===== src/rtl/hilo_div_ctrl.sv =====
// Execute-stage initiator for the iterative divider; owns HI/LO and the DIV pipeline stall.
// Holds operands and begin stable until the divider's completion pulse.
module hilo_div_ctrl (
    input  logic        clk,
    input  logic        resetn,
    input  logic        div_req,
    input  logic [31:0] div_a,
    input  logic [31:0] div_b,
    input  logic        flush,
    input  logic        mthi_we,
    input  logic        mtlo_we,
    input  logic [31:0] hi_wdata,
    input  logic [31:0] lo_wdata,
    output logic        div_begin,
    output logic [31:0] div_op1,
    output logic [31:0] div_op2,
    input  logic [31:0] div_result,
    input  logic [31:0] div_remainder,
    input  logic        div_end,
    output logic        stall,
    output logic        div_zero,
    output logic [31:0] hi_rdata,
    output logic [31:0] lo_rdata
);

    localparam logic [1:0] IDLE = 2'd0;
    localparam logic [1:0] BUSY = 2'd1;
    localparam logic [1:0] DONE = 2'd2;

    logic [1:0]  state_q, state_d;
    logic        begin_q, begin_d;
    logic [31:0] op1_q, op1_d;
    logic [31:0] op2_q, op2_d;
    logic [31:0] hi_q, hi_d;
    logic [31:0] lo_q, lo_d;
    logic        zero_q, zero_d;
    logic        b_nonzero;

    assign b_nonzero = (div_b != 32'd0);

    always_comb begin
        state_d = state_q;
        begin_d = begin_q;
        op1_d   = op1_q;
        op2_d   = op2_q;
        hi_d    = hi_q;
        lo_d    = lo_q;
        zero_d  = 1'b0;
        stall   = 1'b0;
        if (flush) begin
            state_d = IDLE;
            begin_d = 1'b0;
        end else begin
            case (state_q)
                IDLE: begin
                    if (mthi_we) hi_d = hi_wdata;
                    if (mtlo_we) lo_d = lo_wdata;
                    if (div_req) begin
                        if (b_nonzero) begin
                            op1_d   = div_a;
                            op2_d   = div_b;
                            begin_d = 1'b1;
                            state_d = BUSY;
                            stall   = 1'b1;
                        end else begin
                            zero_d = 1'b1;
                        end
                    end
                end
                BUSY: begin
                    // Release the stall in the div_end cycle so the DIV retires with its result.
                    stall = ~div_end;
                    if (div_end) begin
                        lo_d    = div_result;
                        hi_d    = op1_q[31] ? (32'd0 - div_remainder) : div_remainder;
                        begin_d = 1'b0;
                        state_d = DONE;
                    end
                end
                DONE: begin
                    // One guaranteed begin-low cycle before any relaunch.
                    if (mthi_we) hi_d = hi_wdata;
                    if (mtlo_we) lo_d = lo_wdata;
                    stall   = div_req;
                    state_d = IDLE;
                end
                default: begin
                    state_d = IDLE;
                    begin_d = 1'b0;
                end
            endcase
        end
    end

    always_ff @(posedge clk) begin
        if (!resetn) begin
            state_q <= IDLE;
            begin_q <= 1'b0;
            op1_q   <= 32'd0;
            op2_q   <= 32'd0;
            hi_q    <= 32'd0;
            lo_q    <= 32'd0;
            zero_q  <= 1'b0;
        end else begin
            state_q <= state_d;
            begin_q <= begin_d;
            op1_q   <= op1_d;
            op2_q   <= op2_d;
            hi_q    <= hi_d;
            lo_q    <= lo_d;
            zero_q  <= zero_d;
        end
    end

    assign div_begin = begin_q;
    assign div_op1   = op1_q;
    assign div_op2   = op2_q;
    assign div_zero  = zero_q;
    assign hi_rdata  = hi_q;
    assign lo_rdata  = lo_q;

endmodule

===== config.mk =====
export PLATFORM = sky130hd
export DESIGN_NAME = hilo_div_ctrl
export DESIGN_NICKNAME = d
export VERILOG_FILES = /design/src/rtl/hilo_div_ctrl.sv
export SDC_FILE = /design/constraint.sdc
export NUM_CORES = 1
export LEC_CHECK = 0
export ABC_CLOCK_PERIOD_IN_PS = 3540
export CAP_MARGIN = 20
export CORE_MARGIN = 2
export CORE_UTILIZATION = 40
export DETAILED_ROUTE_END_ITERATION = 6
export MAX_ROUTING_LAYER = met4
export PLACE_DENSITY = 0.92
export SLEW_MARGIN = 30
export SYNTH_ARGS = -nofsm -noshare
export SYNTH_HDL_FRONTEND = slang
export SYNTH_SLANG_ARGS = --single-unit

===== constraint.sdc =====
create_clock -name clk -period 3.54 [get_ports clk]
set_clock_uncertainty 0.15 [all_clocks]
set_input_delay 0.354 -clock clk [delete_from_list [all_inputs] [get_ports clk]]
set_output_delay 0.354 -clock clk [all_outputs]
set_load 0.03 [all_outputs]

==> flow_metrics.env <==
export IMPL_outcome="completed"
export IMPL_setup_violations_final=0
export IMPL_grt_max_degree=75
export IMPL_crit_slowest_cell="clkdlybuf4s50_1"
export IMPL_yosys_warnings=0
export IMPL_cp_max_fo=4
export IMPL_crit_chain="clkdlybuf4s50_1 > nor4_2 > buf_4 > nand4_1 > o21ai_0 > a21o_1 > a21oi_1 > clkdlybuf4s50_1"
export IMPL_final_period_utilization_pct=92.9
export IMPL_timing_critical_path_slowest_cell_delay_ns=0.62
export IMPL_floorplan_die_area_mm2=0.0165
export IMPL_r2r_start="state_q[0]"
export IMPL_post_cts_setup_buffers=0
export IMPL_number_of_clock_sinks=132
export IMPL_post_dp_hpwl_um=15800
export IMPL_syn_avg_cell_area_um2=9.10
export IMPL_path_category_of_the_worst_min_delay_check="reg2reg"
export IMPL_flow_area_growth_from_synthesis_pct=64.9
export IMPL_cts_root_to_sink_buffers=2
export IMPL_clk_pin_slew_ns=0.06
export IMPL_register_area_mm2=0.00265
export IMPL_mappedNetlistNets=879
export IMPL_synth_ff_latch_count=132
export IMPL_grt_pass1_vias=6082
export IMPL_num_fill_cells=1194
export IMPL_vias=6404
export IMPL_clk_latency_ns=0.40
export IMPL_period_needed_ns=3.29
export IMPL_synth_seq_area_share_pct=42.8
export IMPL_numPortBuffers=329
export IMPL_synth_commonest_cells="132 x dfxtp_1, 113 x nor2_1, 106 x mux2i_1"
export IMPL_chipHeight_um=128
export IMPL_crit_type="in2out"
export IMPL_root_buffer="clkbuf_16"
export IMPL_worst_ir_drop_vdd_mv=0.278
export IMPL_detail_route_vias_per_cell=5.40
export IMPL_pin_count=330
export IMPL_async_flop_share_pct=0
export IMPL_tritoncts_clock_tree="yes"
export IMPL_max_cap_violations=0
export IMPL_antenna_left=0
export IMPL_yosys_area_top_type="dfxtp_1"
export IMPL_clock_h_tree_levels=4
export IMPL_min_from="hi_rdata[12]"
export IMPL_num_nets_final=1186
export IMPL_drt_pass1_iterations=5
export IMPL_fmax_mhz=304
export IMPL_drc=0
export IMPL_hold_buf_cts=0
export IMPL_report_power_total_w=0.00424
export IMPL_postRouteWirelength_um=21300
export IMPL_die_w_um=128
export IMPL_drv_slew=0
export IMPL_antenna_cells_inserted=0
export IMPL_critPathArrivalTime_ns=2.78
export IMPL_total_power_per_unit_cell_area_mw_per_mm2=416
export IMPL_grt_overflow_total=0
export IMPL_grt_antenna_before_repair=0
export IMPL_synth_cell_type_count=54
export IMPL_netlist_area_mm2=0.00618
export IMPL_tightestPinTransition_ns=0.975
export IMPL_timing_critical_path_from_type="primary input"
export IMPL_maxSlewHeadroom_pct=35.0
export IMPL_core_rowCount=45
export IMPL_final_hold_violation_count=0
export IMPL_drtIter0Drc=380
export IMPL_unrepaired_setup_endpoints_after_global_routing="no"
export IMPL_avgRoutedWirePerCell_um=17.9
export IMPL_post_route_cells_drive_above_1_share_pct=7.01
export IMPL_worstSetupEndpointType="primary output"
export IMPL_power_leakage_nw=3.96
export IMPL_yosysTopAreaCellShare_pct=42.8
export IMPL_crit_top_cell="clkdlybuf4s50_1"
export IMPL_yosys_top_cells_area="dfxtp_1 43%, mux2i_1 17%, nor2_1 6.9%"
export IMPL_synth_edf_count=0
export IMPL_tritoncts_num_buffers=17
export IMPL_synth_main_ff_cell="dfxtp_1"
export IMPL_start_util_pct=40.8
export IMPL_core_region_area_mm2=0.0151
export IMPL_totalNegativeSetupSlack_ns=0
export IMPL_critical_path_required_ns=3.04
export IMPL_timing_critical_path_from="div_b[8]"
export IMPL_gp_congestion=0.861
export IMPL_wire_length_of_the_first_global_routing_pass_um=32000
export IMPL_yosysMostFrequentCell="dfxtp_1"
export IMPL_mapped_cells=679
export IMPL_multi_input_gate_area_in_the_final_layout_mm2=0.00330
export IMPL_grt_total_usage_pct=25.7
==> worst max-delay path, delay by kind of cell <==
kind	cells	cell delay, ns
AOI/OAI and AO/OA	3	0.51
buffers and inverters	3	1.29
and+or+nand+nor	2	0.63
==> registers in the layout (all words and copies together) (netlist names) <==
register,flops
hi_rdata,32
div_op1,32
lo_rdata,32
div_begin,1
state_q,2
div_op2,32
div_zero,1
==> worst paths after layout <==
check	slack [ns]	end	cells past startpoint
setup / recovery	0.25	stall	8
hold / removal	0.31	hi_rdata[12]	2
setup reg to reg	1.10	hi_rdata[30]	6
hold reg to reg	0.31	hi_rdata[12]	2
==> per-layer routing <==
metal,routed length (um),vias to the layer above,GRT usage (%)
met5,0,-,-
met4,873,0,12.4
met3,1680,56,5.88
met2,10300,318,42.5
met1,8410,2937,29.4
li1,-,3093,-
==> final cells by class <==
cell class,count,area share [%]
Timing Repair Buffer,343,33.6
Multi-Input combinational cell,485,32.3
Sequential cell,132,26.0
Clock buffer,21,4.63
Tap cell,188,2.31
Clock inverter,11,0.896
Inverter,7,0.270
==> cell usage in the layout (no fill, tap or decap), types with 5 or more instances in the layout <==
cell type        netlist  routed
nor4_1                11      10
nand2_1               20      20
o22ai_1                6       6
dfxtp_1              132     131
a211o_1                5       5
nor2_1               113     113
o31ai_1                7       7
mux2i_1              106     106
o211ai_1              13      13
a211oi_1              35      35
clkdlybuf4s50_1        0     329
nand3_1               20      20
xor2_1                12      12
nor3_1                 8       8
buf_4                  0      12
nand2b_1               6       6
clkbuf_16              0      18
o21ai_0               26      26
a21oi_1               21      20
xnor2_1                5       5
inv_1                  6       6
o41ai_1                5       5
or4_1                  7       7
or2_2                  5       5
==> where the power goes <==
| group | internal (W) | total [W] | switching (W) |
|---|---|---|---|
| registers | 0.00157 | 0.00163 | 0.0000532 |
| logic | 0.000477 | 0.000950 | 0.000474 |
| clock network | 0.000971 | 0.00166 | 0.000692 |
| total | 0.00302 | 0.00424 | 0.00122 |
==> repair_timing <==
action | in CTS | in global routing
endpoints found under the setup margin | 0 | 1
hold endpoints to repair | 0 | 0
resized for setup | 0 | 1
==> logic make-up (layout without fill, tap and decap cells) <==
family | Yosys count | count (layout) | share of synthesized area, %
AO/OA/AOI/OAI | 142 | 142 | 16.3
XOR/XNOR | 17 | 17 | 2.41
adder cells (fa/ha/maj) | 1 | 1 | 0.202
buffers and inverters | 62 | 382 | 4.17
flip-flops | 132 | 132 | 42.8
multiplexers | 106 | 106 | 17.2
AND/OR/NAND/NOR | 219 | 219 | 17.0
==> per-stage QoR <==
| step | instances | util [%] | hold WS [ns] | setup WS, ns | area [um^2] |
|---|---|---|---|---|---|
| after CTS | 1187 | 67.3 | 0.305 | 0.0265 | 10200 |
| after global placement | 1155 | 63.5 | 0.293 | 0.0698 | 9620 |
| after global routing | 1187 | 67.3 | 0.326 | 0.0928 | 10200 |
| final | 1187 | 67.3 | 0.307 | 0.253 | 10200 |
| after detailed placement | 1155 | 63.5 | 0.297 | 0.0391 | 9620 |
| after floorplan | 679 | - | 0.348 | 0.908 | 6180 |
Power figures use the tool's default switching activity.
